**src/rtl/mccpu_ctrl_fsm.sv**
```systemverilog
// ----------------------------------------------------------------------------
// mccpu_ctrl_fsm
//   Multicycle MIPS control unit. Walks one instruction at a time through
//   FETCH -> DCODE -> EXE -> MEM -> WB and drives every datapath enable and
//   mux select from the current state plus the latched IR fields Op/Funct
//   and the ALU Zero flag.
//
// Ports
//   clk      in   clock, all state changes on the rising edge
//   rst      in   synchronous active-high reset
//   Op       in   IR[31:26], valid from DCODE onward
//   Funct    in   IR[5:0]
//   Zero     in   ALU zero flag (combinational)
//   PCWrite  out  PC load
//   IRWrite  out  IR load
//   MemWrite out  data memory write
//   RFWrite  out  register file write
//   IorD     out  memory address: 0=PC, 1=ALUOut
//   ALUSrcA  out  0=A reg, 1=shamt IR[10:6]
//   ALUSrcB  out  0=B reg, 1=extended imm16
//   EXTOp    out  1=sign-extend imm16, 0=zero-extend
//   ALUOp    out  ALU operation code, ALU_NOP outside EXE
//   NPCOp    out  00=PC+4, 01=branch, 10=jump, 11=jr
//   WDSel    out  RF write data: 00=ALUOut, 01=MDR, 10=PC
//   GPRSel   out  RF write index: 00=rd, 01=rt, 10=31
//   state    out  current state (debug)
//   illegal  out  1-cycle pulse after DCODE of an undecodable instruction
//   done     out  1-cycle pulse in the cycle after an instruction's last state
// ----------------------------------------------------------------------------
module mccpu_ctrl_fsm #(
    parameter int JR_EN = 1
) (
    input  logic       clk,
    input  logic       rst,
    input  logic [5:0] Op,
    input  logic [5:0] Funct,
    input  logic       Zero,
    output logic       PCWrite,
    output logic       IRWrite,
    output logic       MemWrite,
    output logic       RFWrite,
    output logic       IorD,
    output logic       ALUSrcA,
    output logic       ALUSrcB,
    output logic       EXTOp,
    output logic [3:0] ALUOp,
    output logic [1:0] NPCOp,
    output logic [1:0] WDSel,
    output logic [1:0] GPRSel,
    output logic [2:0] state,
    output logic       illegal,
    output logic       done
);

    localparam logic [2:0] S_FETCH = 3'd0;
    localparam logic [2:0] S_DCODE = 3'd1;
    localparam logic [2:0] S_EXE   = 3'd2;
    localparam logic [2:0] S_MEM   = 3'd3;
    localparam logic [2:0] S_WB    = 3'd4;

    // ALU operation codes (ctrl_encode_def.v ALU_* values)
    localparam logic [3:0] ALU_NOP  = 4'd0;
    localparam logic [3:0] ALU_ADD  = 4'd1;
    localparam logic [3:0] ALU_SUB  = 4'd2;
    localparam logic [3:0] ALU_AND  = 4'd3;
    localparam logic [3:0] ALU_OR   = 4'd4;
    localparam logic [3:0] ALU_NOR  = 4'd5;
    localparam logic [3:0] ALU_SLT  = 4'd6;
    localparam logic [3:0] ALU_SLTU = 4'd7;
    localparam logic [3:0] ALU_SLL  = 4'd8;
    localparam logic [3:0] ALU_SRL  = 4'd9;
    localparam logic [3:0] ALU_LUI  = 4'd10;

    // R-type function code to ALU operation; shifts share SLL/SRL with
    // their variable forms, the operand source is chosen by ALUSrcA.
    function automatic logic [3:0] rtype_aluop(input logic [5:0] fn);
        case (fn)
            6'h21:         rtype_aluop = ALU_ADD;
            6'h23:         rtype_aluop = ALU_SUB;
            6'h24:         rtype_aluop = ALU_AND;
            6'h25:         rtype_aluop = ALU_OR;
            6'h27:         rtype_aluop = ALU_NOR;
            6'h2A:         rtype_aluop = ALU_SLT;
            6'h2B:         rtype_aluop = ALU_SLTU;
            6'h00, 6'h04:  rtype_aluop = ALU_SLL;
            6'h02, 6'h06:  rtype_aluop = ALU_SRL;
            default:       rtype_aluop = ALU_NOP;
        endcase
    endfunction

    logic       is_rtype, is_itype, is_lw, is_sw, is_beq, is_j, is_jal, is_jr;
    logic       is_jump, decodable;
    logic [2:0] state_nxt;
    logic       last_nxt, bad_nxt;

    assign is_rtype  = (Op == 6'h00) && (Funct inside {6'h21, 6'h23, 6'h24, 6'h25, 6'h27,
                                                       6'h2A, 6'h2B, 6'h00, 6'h02, 6'h04, 6'h06});
    assign is_jr     = (JR_EN != 0) && (Op == 6'h00) && (Funct == 6'h08);
    assign is_itype  = Op inside {6'h08, 6'h09, 6'h0A, 6'h0D, 6'h0F};
    assign is_lw     = (Op == 6'h23);
    assign is_sw     = (Op == 6'h2B);
    assign is_beq    = (Op == 6'h04);
    assign is_j      = (Op == 6'h02);
    assign is_jal    = (Op == 6'h03);
    assign is_jump   = is_j | is_jal | is_jr;
    assign decodable = is_rtype | is_itype | is_lw | is_sw | is_beq | is_jump;

    always_comb begin
        PCWrite   = 1'b0;
        IRWrite   = 1'b0;
        MemWrite  = 1'b0;
        RFWrite   = 1'b0;
        IorD      = 1'b0;
        ALUSrcA   = 1'b0;
        ALUSrcB   = 1'b0;
        EXTOp     = 1'b0;
        ALUOp     = ALU_NOP;
        NPCOp     = 2'b00;
        WDSel     = 2'b00;
        GPRSel    = 2'b00;
        state_nxt = S_FETCH;
        last_nxt  = 1'b0;
        bad_nxt   = 1'b0;

        case (state)
            S_FETCH: begin
                IRWrite   = 1'b1;
                PCWrite   = 1'b1;
                state_nxt = S_DCODE;
            end
            S_DCODE: begin
                if (is_jump) begin
                    PCWrite  = 1'b1;
                    NPCOp    = is_jr ? 2'b11 : 2'b10;
                    last_nxt = 1'b1;
                    if (is_jal) begin
                        RFWrite = 1'b1;
                        GPRSel  = 2'b10;
                        WDSel   = 2'b10;
                    end
                end else if (decodable) begin
                    state_nxt = S_EXE;
                end else begin
                    bad_nxt = 1'b1;
                end
            end
            S_EXE: begin
                state_nxt = S_WB;
                if (Op == 6'h00) begin
                    ALUOp   = rtype_aluop(Funct);
                    ALUSrcA = (Funct == 6'h00) || (Funct == 6'h02);
                end else if (is_beq) begin
                    ALUOp     = ALU_SUB;
                    PCWrite   = Zero;
                    NPCOp     = 2'b01;
                    last_nxt  = 1'b1;
                    state_nxt = S_FETCH;
                end else if (is_lw || is_sw) begin
                    ALUOp     = ALU_ADD;
                    ALUSrcB   = 1'b1;
                    EXTOp     = 1'b1;
                    state_nxt = S_MEM;
                end else begin
                    ALUSrcB = 1'b1;
                    case (Op)
                        6'h08, 6'h09: begin ALUOp = ALU_ADD; EXTOp = 1'b1; end
                        6'h0A:        begin ALUOp = ALU_SLT; EXTOp = 1'b1; end
                        6'h0D:        ALUOp = ALU_OR;
                        6'h0F:        ALUOp = ALU_LUI;
                        default:      ALUOp = ALU_NOP;
                    endcase
                end
            end
            S_MEM: begin
                IorD = 1'b1;
                if (is_sw) begin
                    MemWrite = 1'b1;
                    last_nxt = 1'b1;
                end else if (is_lw) begin
                    state_nxt = S_WB;
                end
            end
            S_WB: begin
                RFWrite  = 1'b1;
                last_nxt = 1'b1;
                if (is_lw) begin
                    GPRSel = 2'b01;
                    WDSel  = 2'b01;
                end else if (Op != 6'h00) begin
                    GPRSel = 2'b01;
                end
            end
            default: ;  // unreachable encodings fall back to FETCH, no enables
        endcase

        // Reset suppresses every write and select in the same cycle.
        if (rst) begin
            PCWrite  = 1'b0;
            IRWrite  = 1'b0;
            MemWrite = 1'b0;
            RFWrite  = 1'b0;
            IorD     = 1'b0;
            ALUSrcA  = 1'b0;
            ALUSrcB  = 1'b0;
            EXTOp    = 1'b0;
            ALUOp    = ALU_NOP;
            NPCOp    = 2'b00;
            WDSel    = 2'b00;
            GPRSel   = 2'b00;
        end
    end

    always_ff @(posedge clk) begin
        if (rst) begin
            state   <= S_FETCH;
            illegal <= 1'b0;
            done    <= 1'b0;
        end else begin
            state   <= state_nxt;
            illegal <= bad_nxt;
            done    <= last_nxt;
        end
    end

endmodule

```
**config.mk**
```make
export PLATFORM = sky130hd
export DESIGN_NAME = mccpu_ctrl_fsm
export DESIGN_NICKNAME = d
export VERILOG_FILES = /design/src/rtl/mccpu_ctrl_fsm.sv
export SDC_FILE = /design/constraint.sdc
export NUM_CORES = 1
export LEC_CHECK = 0
export CAP_MARGIN = 40
export CORE_MARGIN = 1
export CORE_UTILIZATION = 44
export DETAILED_ROUTE_END_ITERATION = 12
export PLACE_DENSITY = 0.87
export RECOVER_POWER = 25
export SYNTH_ARGS = -nofsm -noshare
export SYNTH_HDL_FRONTEND = slang
export SYNTH_SLANG_ARGS = --single-unit
```
**constraint.sdc**
```tcl
create_clock -name clk -period 3.32 [get_ports clk]
set_clock_uncertainty 0.15 [all_clocks]
set_input_delay 0.332 -clock clk [delete_from_list [all_inputs] [get_ports clk]]
set_output_delay 0.332 -clock clk [all_outputs]
set_load 0.01 [all_outputs]
```
==> impl_metrics.yaml, run 1 <==
worst_setup_path:
  critPathArrivalTime_ns: 2.66
  critPathSlowestCell: "clkdlybuf4s50_1"
  path_cells: "clkdlybuf4s50_1 > or4b_1 > o21ai_0 > a31oi_1 > a2111oi_1 > clkdlybuf4s50_1"
  critical_path_peak_fanout: 8
  crit_top_cell: "clkdlybuf4s50_1"
  crit_type: "input port to output port"
  critPathMaxStageDelay_ns: 0.61
  cp-end-kind: "output port"
  cp.required_ns: 2.84
  startpoint_type: "input port"
global_routing:
  grt_pass1_wl_um: 3870
  grt.total_usage_pct: 25.7
  grt_max_degree: 16
  grt-ovfl-total: 0
  grt_pass1_vias: 893
  antenna_found_initial: 0
floorplanning:
  dieWidth_um: 45.3
  dieArea_um2: 2050
  rows: 15
  initial_utilization_pct: 47.2
  ios: 38
  core_um2: 1750
  die_h_um: 45.3
power:
  leakagePower_nw: 0.454
  power.density_nw_per_um2: 181
  vdd_drop_max_mv: 0.149
  finalPower_mw: 0.222
synth:
  avgSynthCellArea_um2: 6.80
  synthesis.nets: 136
  async_reset_ff_share_pct: 0
  ys_types: 48
  synth-edff-count: 0
  synthAdderAreaFrac_pct: 0
  synth_xor_area_share_pct: 1.06
  synth_common_cells: "14 x nor2_1, 9 x clkbuf_1, 8 x nor3_1, 6 x nand2_1, 6 x o21ai_0"
  synth.largest_area_cell: "dfxtp_1"
  synth_warnings: 0
  ys_ff_latch: 5
  postSynthCellCount: 121
  synth_top_family_by_area: "simple AND/OR/NAND/NOR gates"
  ys_top_cells_by_area: "dfxtp_1 12%, nor2_1 6.4%, nor3_1 4.9%, clkbuf_1 4.1%, nand2b_1 3.8%"
  synthSimpleGateAreaFrac_pct: 49.5
  synth_compound_area_share_pct: 28.3
  synth_flop_cell: "dfxtp_1"
  yosysTopAreaCellShare_pct: 12.2
  synth_mux_area_share_pct: 0
  netlist_area_um2: 823
  yosysMostFrequentCell: "nor2_1"
  seq_area_frac_synth_pct: 12.2
detailed_routing:
  routedWlPerCell_um: 13.3
  firstDrtPassIters: 4
  drt_wl_total_um: 2380
  vias_per_cell: 5.90
  drc: 0
  vias: 1056
  drt.antenna.violating_nets: 0
  drt-initial-drc-count: 30
cts:
  cts-buffers-inserted: 3
  htreeDepth: 1
  cts_sinks: 5
  clkSlewWorstSetupHoldPaths_ns: 0.04
  ctsLongestPathBuffers: 2
  cts_tree: "built"
  clock_latency_ns: 0.24
  clockRootBuffer: "clkbuf_4"
timing:
  layout_min_cycle_time_ns: 3.14
  fmax_ghz: 0.319
  fin_ws_ns: 0.181
  maxSlewViolCount: 0
  tightest_slew_ns: 0.384
  finalHoldViolCount: 0
  relSlewSlack_pct: 73.8
  setup_viol: 0
  post-route-period-util_pct: 94.6
place:
  portBuffers: 37
  preCtsSetupSlack_ns: 0.144
  hpwl_um: 1870
  dp.cells: 175
  gp_congestion: 0.843
cells_and_area:
  layout.cells.non_filler: 179
  antenna_cells: 0
  drive_gt1_share_pct: 12.3
  fin_nets: 170
  area_growth_pct: 49.4
worst_hold_path:
  hold_path.class: "register to register"
run:
  cap_violations: 0
outcome:
  status: "complete, no violations"
final timing paths:
path,startpoint,to,slack (ns),cells after the start
worst max-delay path,Funct[1],ALUOp[1],0.18,6
worst min-delay path,state[1],state[2],0.51,1
worst max register to register,state[1],done,1.63,4
worst min register to register,state[1],state[2],0.51,1
area by class of cell:
class	instances	area, um2
well taps	25	31.3
flip-flops and latches	5	100
inverters	3	11.3
fillers	153	515
multi-input cells	100	651
repair buffers	42	410
clock buffers	4	26.3
layout by cell type (no fill, tap or decap), drive strengths merged, types with 4 or more instances in the layout:
master and n:
buf 5, nand2 6, nand2b 5, nor3 8, a21oi 4, dfxtp 5, dlygate4sd3 6, nor2b 4
nor2 14, nand3 4, clkdlybuf4s50 30, o21ai 7, and3 4, clkbuf 4
layer usage:
metal	up-vias	part of all wire, %	track usage [%]	wire [um]
li1	522	-	-	-
met1	486	44	34.4	1050
met2	44	49	40.9	1170
met3	4	5.3	3.60	126
met4	0	1.6	10.9	38
met5	-	0	0	0
where the power goes:
group / switching (mW) / total (mW) / internal (mW)
clock network: 0.0241 / 0.0694 / 0.0454
logic: 0.0434 / 0.0867 / 0.0433
registers: 0.00357 / 0.0661 / 0.0626
cells by family after synthesis:
group | after synthesis
flops | 5
buf+inv | 16
xor+xnor | 1
simple gates | 68
compound gates | 31
what timing repair did:
action | CTS | global route
hold endpoints to repair | 0 | 0
setup buffers | 0 | 0
hold buffers | 0 | 0
endpoints found under the setup margin | 0 | 1
gates resized for setup | 0 | 2
stage by stage:
step | area, um2 | TNS (ns) | hold WS (ns) | util [%]
floorplan | 823 | 0 | 0.389 | -
global placement | 1200 | 0 | 0.487 | 68.7
detailed placement | 1200 | 0 | 0.511 | 68.7
CTS | 1230 | 0 | 0.517 | 70.3
global route | 1230 | -0.000513 | 0.551 | 70.5
finish | 1230 | 0 | 0.515 | 70.5
worst max-delay path, delay by kind of cell:
kind | cells | cell delay (ns)
simple gates | 1 | 0.58
compound gates | 3 | 0.62
buf+inv | 2 | 1.13
state kept, by name, summed over array words and instances, names as in the netlist:
| register | cells |
|---|---|
| state | 3 |
| done | 1 |
| illegal | 1 |
No activity file was read; power rests on OpenSTA's default activity.
==> run 2, diff against run 1 <==
--- a/config.mk
+++ b/config.mk
@@ -5,7 +5,7 @@
 export SDC_FILE = /design/constraint.sdc
 export NUM_CORES = 1
 export LEC_CHECK = 0
-export CAP_MARGIN = 40
+export CAP_MARGIN = 20
 export CORE_MARGIN = 1
 export CORE_UTILIZATION = 44
 export DETAILED_ROUTE_END_ITERATION = 12
==> results of run 2 <==
Final layout, timing and power as in run 1 (identical DEF).
